`src/rtl/spm_portb_arbiter.sv`:
```
// -----------------------------------------------------------------------------
// spm_portb_arbiter
//
// Shares port B of the dual-port scratch-pad memory between two masters:
//   M0 (bus interface) and M1 (DMA/loader).
// The SPM has a 1-cycle registered read. The arbiter is a pure sequencer: it
// steers one master's request onto the SPM pins per cycle and pulses that
// master's ack in the following cycle, passing the SPM read data straight
// through. It does no data buffering.
//
// Arbitration is round-robin between the eligible masters. A master whose ack
// is in the current cycle is not eligible, so it is never granted twice in a
// row. This means:
//   - a single master gets at most one access every 2 cycles;
//   - two contending masters alternate M0, M1, M0, ... at one access per cycle.
//
// Parameters
//   ADDR_W  SPM word-address width
//   DATA_W  SPM word width
//
// Ports
//   clk          clock, also the SPM port B clock
//   reset        asynchronous, active-low reset
//   m0_req       M0 request, held until m0_ack
//   m0_we        M0 write(1)/read(0)
//   m0_addr      M0 word address
//   m0_wr_data   M0 write data
//   m0_ack       1-cycle pulse, M0 access complete
//   m0_rd_data   M0 read data, zero unless m0_ack
//   m1_*         same set of signals for M1
//   spm_en       SPM port B enable
//   spm_we       SPM port B write enable
//   spm_addr     SPM port B address
//   spm_wr_data  SPM port B write data
//   spm_rd_data  SPM port B read data (registered inside the SPM)
// -----------------------------------------------------------------------------
module spm_portb_arbiter #(
    parameter int ADDR_W = 12,
    parameter int DATA_W = 32
) (
    input  logic              clk,
    input  logic              reset,

    input  logic              m0_req,
    input  logic              m0_we,
    input  logic [ADDR_W-1:0] m0_addr,
    input  logic [DATA_W-1:0] m0_wr_data,
    output logic              m0_ack,
    output logic [DATA_W-1:0] m0_rd_data,

    input  logic              m1_req,
    input  logic              m1_we,
    input  logic [ADDR_W-1:0] m1_addr,
    input  logic [DATA_W-1:0] m1_wr_data,
    output logic              m1_ack,
    output logic [DATA_W-1:0] m1_rd_data,

    output logic              spm_en,
    output logic              spm_we,
    output logic [ADDR_W-1:0] spm_addr,
    output logic [DATA_W-1:0] spm_wr_data,
    input  logic [DATA_W-1:0] spm_rd_data
);

    // Access issued last cycle whose ack is due now.
    logic inflight_vld_q, inflight_vld_d;
    logic inflight_id_q,  inflight_id_d;
    // Master granted most recently; the other one wins the next contest.
    logic last_grant_q,   last_grant_d;

    logic elig0, elig1;
    logic grant_vld;
    logic grant_id;

    // -------------------------------------------------------------------------
    // Grant decision for the current cycle
    // -------------------------------------------------------------------------
    always_comb begin
        elig0 = m0_req && !(inflight_vld_q && (inflight_id_q == 1'b0));
        elig1 = m1_req && !(inflight_vld_q && (inflight_id_q == 1'b1));

        // Outputs are held at zero while reset is asserted, even if requests
        // are present.
        grant_vld = reset && (elig0 || elig1);

        if (elig0 && elig1) begin
            grant_id = ~last_grant_q;
        end else begin
            grant_id = elig1;
        end
    end

    assign spm_en      = grant_vld;
    assign spm_we      = grant_vld && (grant_id ? m1_we : m0_we);
    assign spm_addr    = grant_vld ? (grant_id ? m1_addr    : m0_addr)    : '0;
    assign spm_wr_data = grant_vld ? (grant_id ? m1_wr_data : m0_wr_data) : '0;

    // -------------------------------------------------------------------------
    // Completion: ack and read-data pass-through for last cycle's grant.
    // -------------------------------------------------------------------------
    assign m0_ack     = reset && inflight_vld_q && (inflight_id_q == 1'b0);
    assign m1_ack     = reset && inflight_vld_q && (inflight_id_q == 1'b1);
    assign m0_rd_data = m0_ack ? spm_rd_data : '0;
    assign m1_rd_data = m1_ack ? spm_rd_data : '0;

    // -------------------------------------------------------------------------
    // State update
    // -------------------------------------------------------------------------
    always_comb begin
        inflight_vld_d = grant_vld;
        inflight_id_d  = grant_vld ? grant_id : inflight_id_q;
        last_grant_d   = grant_vld ? grant_id : last_grant_q;
    end

    // last_grant resets to M1, so M0 wins the first contested cycle.
    always_ff @(posedge clk or negedge reset) begin
        if (!reset) begin
            inflight_vld_q <= 1'b0;
            inflight_id_q  <= 1'b0;
            last_grant_q   <= 1'b1;
        end else begin
            inflight_vld_q <= inflight_vld_d;
            inflight_id_q  <= inflight_id_d;
            last_grant_q   <= last_grant_d;
        end
    end

endmodule
```
`config.mk`:
```
export PLATFORM = sky130hd
export DESIGN_NAME = spm_portb_arbiter
export DESIGN_NICKNAME = d
export VERILOG_FILES = /design/src/rtl/spm_portb_arbiter.sv
export SDC_FILE = /design/constraint.sdc
export NUM_CORES = 1
export LEC_CHECK = 0
export CORE_AREA = 2 2 93 95
export DETAILED_ROUTE_END_ITERATION = 8
export DIE_AREA = 0 0 95 97
export PLACE_DENSITY = 0.67
export SETUP_SLACK_MARGIN = 0.4
export SYNTH_ARGS = -nofsm -noshare
export SYNTH_HDL_FRONTEND = slang
export SYNTH_SLANG_ARGS = --single-unit
```
`constraint.sdc`:
```
create_clock -name clk -period 3 [get_ports clk]
set_input_delay 0.45 -clock clk [delete_from_list [all_inputs] [get_ports clk]]
set_output_delay 0.45 -clock clk [all_outputs]
set_load 0.01 [all_outputs]
```
* Word level (Yosys, flattened, before mapping)
Cells that the tools add are included.
** Storage, ports and cells
- Bits in registers :: 3
- Latch bits :: 0
- Memory bits (writable) :: 0
- ROM bits :: 0
- Input bits :: 126
- Output and inout bits :: 112
- Word-level logic and storage cells :: 26
- Memories kept :: 0
** Cells by class
- $add $sub $neg :: 0
- Multiply operators :: 0
- Divide/modulo/power cells :: 0
- Order comparisons :: 0
- Equal/unequal tests :: 0
- Shift-type cells :: 0
- Mux-type cells :: 8
- Bitwise gates (word level) :: 2
- Reductions and logical operators :: 13
** Operators with widths (count)
- $mux 32 :: 4
- $mux 12 :: 2
- $logic_and 1x1->1 :: 10
- $logic_not 1->1 :: 2
- $mux 1 :: 2
- $not 1->1 :: 2
- $logic_or 1x1->1 :: 1

* Longest topological paths before layout
Gate-level depths: netlist (run 1).
- Depth in word-level cells :: 8
- Gate-level depth with buffers :: 5
- Mapped depth without buffers :: 3

* Worst setup path after synthesis (run 1)
Ideal clock, no wire load.
- Kind :: reg2out
- Start :: register last_grant_q
- End :: output port spm_addr[10]
- Arrival :: 1358 ps
- Data required time :: 2550 ps
- Setup slack :: 1192 ps
- Stages on the path, launching flop included :: 6
- Buffers on the path :: 2
- Cells stage by stage :: dfstp_2 > and3b_1 > buf_4 > clkbuf_1 > o21ai_0 > a21oi_1
** On the way
- Word-level cells in the longest chain between the ends :: 4
** RTL lines
- from (decl) :: RTL line 69 : logic last_grant_q, last_grant_d;
- from (signal assigned) :: RTL line 124 : last_grant_q <= last_grant_d;
- $not 1->1 :: RTL line 87 : grant_id = ~last_grant_q;
- $mux 1 :: RTL line 86 : if (elig0 && elig1) begin
- $mux 12 (2 in a row) :: RTL line 95 : assign spm_addr = grant_vld ? (grant_id ? m1_addr : m0_addr) : '0;
- to (decl) :: RTL line 60 : output logic [ADDR_W-1:0] spm_addr,
Every way passes these cells.

* Worst setup path after layout (run 1)
- Start :: input port m1_req
- End :: output port spm_addr[10]
** On the way
- Word-level cells in the longest chain between the ends :: 5
- Elaborated cells on any way between the ends :: 7
- Those cells by class :: 3 x mux; 4 x reduce/logical
** RTL lines
- from (decl) :: RTL line 51 : input logic m1_req,
- $logic_and 1x1->1 * :: RTL line 80 : elig1 = m1_req && !(inflight_vld_q && (inflight_id_q == 1'b1));
- $logic_and 1x1->1 :: RTL line 86
- $mux 1 :: RTL line 86
- $mux 12 :: RTL line 95
- $mux 12 * :: RTL line 95
Every way passes the cells marked *; elsewhere a longest branch is shown, timed or not.

==> results of run 1 <==
[cells by family (layout without fill, tap and decap cells)]
group,after synthesis,count (layout),share of synthesized area [%]
AOI/OAI and AO/OA,94,94,34.2
muxes,3,3,2.30
buffers and inverters,30,252,11.5
DFF,3,3,5.39
and+or+nand+nor,115,115,46.6
[critical path: stages]
cell and delay (ns):
clkdlybuf4s50_1 0.53, a21boi_4 0.26, buf_12 0.19, nand3_1 0.10
a21oi_1 0.17, clkdlybuf4s50_1 0.56
[synth_stat cells, drive strengths merged (2+ instances only)]
master and instances:
and2 64, o21ai 46, a21oi 45, nand3 45
clkbuf 18, buf 11, dfrtp 2, mux2 2
nor2 2
[through the flow]
step,hold WS (ns),utilization [%]
floorplan,0.154,-
global placement,0.624,47.8
detailed placement,0.631,47.8
CTS,0.177,48.4
global route,0.189,49.3
finish,0.175,49.3
[where the power goes]
group / internal (mW) / total, mW / switching, mW / leakage, nW
logic: 0.409 / 0.700 / 0.291 / 1.57
registers: 0.0519 / 0.0658 / 0.0139 / 0.0353
clock network: 0.0908 / 0.120 / 0.0288 / 0.0228
total: 0.551 / 0.885 / 0.334 / 1.63
[routing by layer]
metal / GRT usage, % / part of all wire (%)
met1: 19.5 / 38
met4: 4.24 / 1.5
met2: 31.2 / 52
met5: 0 / 0
met3: 3.19 / 8.1
[cell type report]
class	count	share of cell area (%)
Clock buffer	4	1.12
Timing Repair Buffer	247	64.1
Inverter	1	0.0935
Sequential cell	3	1.90
Tap cell	105	3.27
Multi-Input combinational cell	212	29.5
[registers in the layout (all words and copies together) (netlist names)]
name            count
inflight_id_q       1
inflight_vld_q      1
last_grant_q        1
[worst paths after layout]
path | endpoint | cells after the start
max | spm_addr[10] | 6
min | inflight_id_q | 1
max reg2reg | inflight_id_q | 4
min reg2reg | last_grant_q | 1
max in group asynchronous | last_grant_q | 1
min in group clk | last_grant_q | 1
[repair_timing]
action                     in CTS  in global routing
setup endpoints to repair      78                 46
cloned                          0                  2
resized for setup               1                 12
pin swaps                       0                  1
hold endpoints to repair        0                  0
==> impl_metrics.json, run 1 <==
{
  "fillers": 795,
  "netlist_area_um2": 1420,
  "yosys-top-cells-area": "and2_1 28%, o21ai_0 16%, a21oi_1 16%, nand3_1 16%, clkbuf_1 4.8%",
  "clkSinkCount": 3,
  "cts_tree": "built",
  "initial_core_util_pct": 17.4,
  "finalCriticalPeriod_ns": 2.74,
  "antenna_found_initial": 0,
  "synth-edff-count": 0,
  "viasPerCell": 4.63,
  "hold_violations": 0,
  "finalPower_mw": 0.885,
  "dp_hpwl_mm": 6.49,
  "maxSlewViolCount": 0,
  "synth.top_cell.area_share_pct": 28.3,
  "grt_max_degree": 49,
  "post-route-worst-setup-slack_ns": 0.263,
  "stdcell_count": 572,
  "crit_start": "m1_req",
  "pre_cts_ws_ns": 0.261,
  "n_antenna_cell": 0,
  "worst_pin_slew_ns": 0.267,
  "placed_area_um2": 3890,
  "port_buffers": 237,
  "end_kind": "output port",
  "dr.pass1.iters": 4,
  "syn_inst": 245,
  "ys.flop_type": "dfrtp_1",
  "cp_data_arrival_time_ns": 2.29,
  "dieArea_um2": 9220,
  "vias": 2649,
  "nets": 594,
  "synth-async-reset-ratio_pct": 100,
  "tns_ns": 0,
  "final.setup_skew_ns": 0.00107,
  "ys_ff_latch": 3,
  "worstSetupPathType": "in -> out",
  "ys.warnings.count": 0,
  "grt_pass1_wl_mm": 12.7,
  "io-pin-count": 238,
  "grtUsageTotal_pct": 16.9,
  "grt_overflow": 0,
  "ys_seq_area_share_pct": 5.39,
  "postCtsSetupBuffers": 0,
  "synth_area_per_cell_um2": 5.78,
  "synth_area_leader_cell": "and2_1",
  "clk_path_buf_depth": 2,
  "leakage_nw": 1.63,
  "seq_area_um2": 76.3,
  "rows": 33,
  "drt_iter0_markers": 87,
  "setup_violations": 0,
  "cp-start-kind": "input pin",
  "r2r-start": "inflight_id_q",
  "ant_nets": 0,
  "crit_required_ns": 2.55,
  "first_global_vias": 2366,
  "cts_root_buffer": "clkbuf_8",
  "dieWidth_um": 95,
  "cts_htree_levels": 1,
  "rsz0062_at_grt": "yes",
  "status": "complete, no violations",
  "r2r_slack_ns": 1.42,
  "dp_cells": 566,
  "final_layout_size_suffix_gt1_share_pct": 4.07,
  "clkTransAtPathRegs_ns": 0.03,
  "slew_headroom_pct": 82.2,
  "max_cap_violations": 0,
  "fin_area_um2": 4010,
  "final_cell_mix": "225 x clkdlybuf4s50_1, 64 x and2_1, 46 x o21ai_0, 45 x nand3_1, 45 x a21oi_1",
  "drc": 0,
  "clock_latency_ns": 0.22,
  "synth_nets": 371,
  "gp_congestion": 0.808,
  "ir_worst_vdd_mv": 0.101,
  "final_common_cell": "clkdlybuf4s50_1",
  "holdCritPathClass": "in -> async",
  "die_y_um": 97,
  "cts_buffers": 3,
  "syn_to_final_growth_pct": 184,
  "coreArea_um2": 8130,
  "finalCritPeriodShare_pct": 91.2,
  "fmax_ghz": 0.365,
  "wl_per_cell_um": 15.7,
  "power_density_nw_per_um2": 221,
  "wl_mm": 8.97,
  "cts-hold-fix-buffers": 0,
  "multiInputGateArea_um2": 1180,
  "cp_max_fo": 23,
  "ys_types": 21
}
Power figures use the tool's default switching activity.
==> run 2: changes to the inputs <==
--- a/config.mk
+++ b/config.mk
@@ -8,6 +8,7 @@
 export CORE_AREA = 2 2 93 95
 export DETAILED_ROUTE_END_ITERATION = 8
 export DIE_AREA = 0 0 95 97
+export HOLD_SLACK_MARGIN = 0.06
 export PLACE_DENSITY = 0.67
 export SETUP_SLACK_MARGIN = 0.4
 export SYNTH_ARGS = -nofsm -noshare
==> results of run 2 <==
The final DEF is identical to that of run 1; final timing and power are the same.
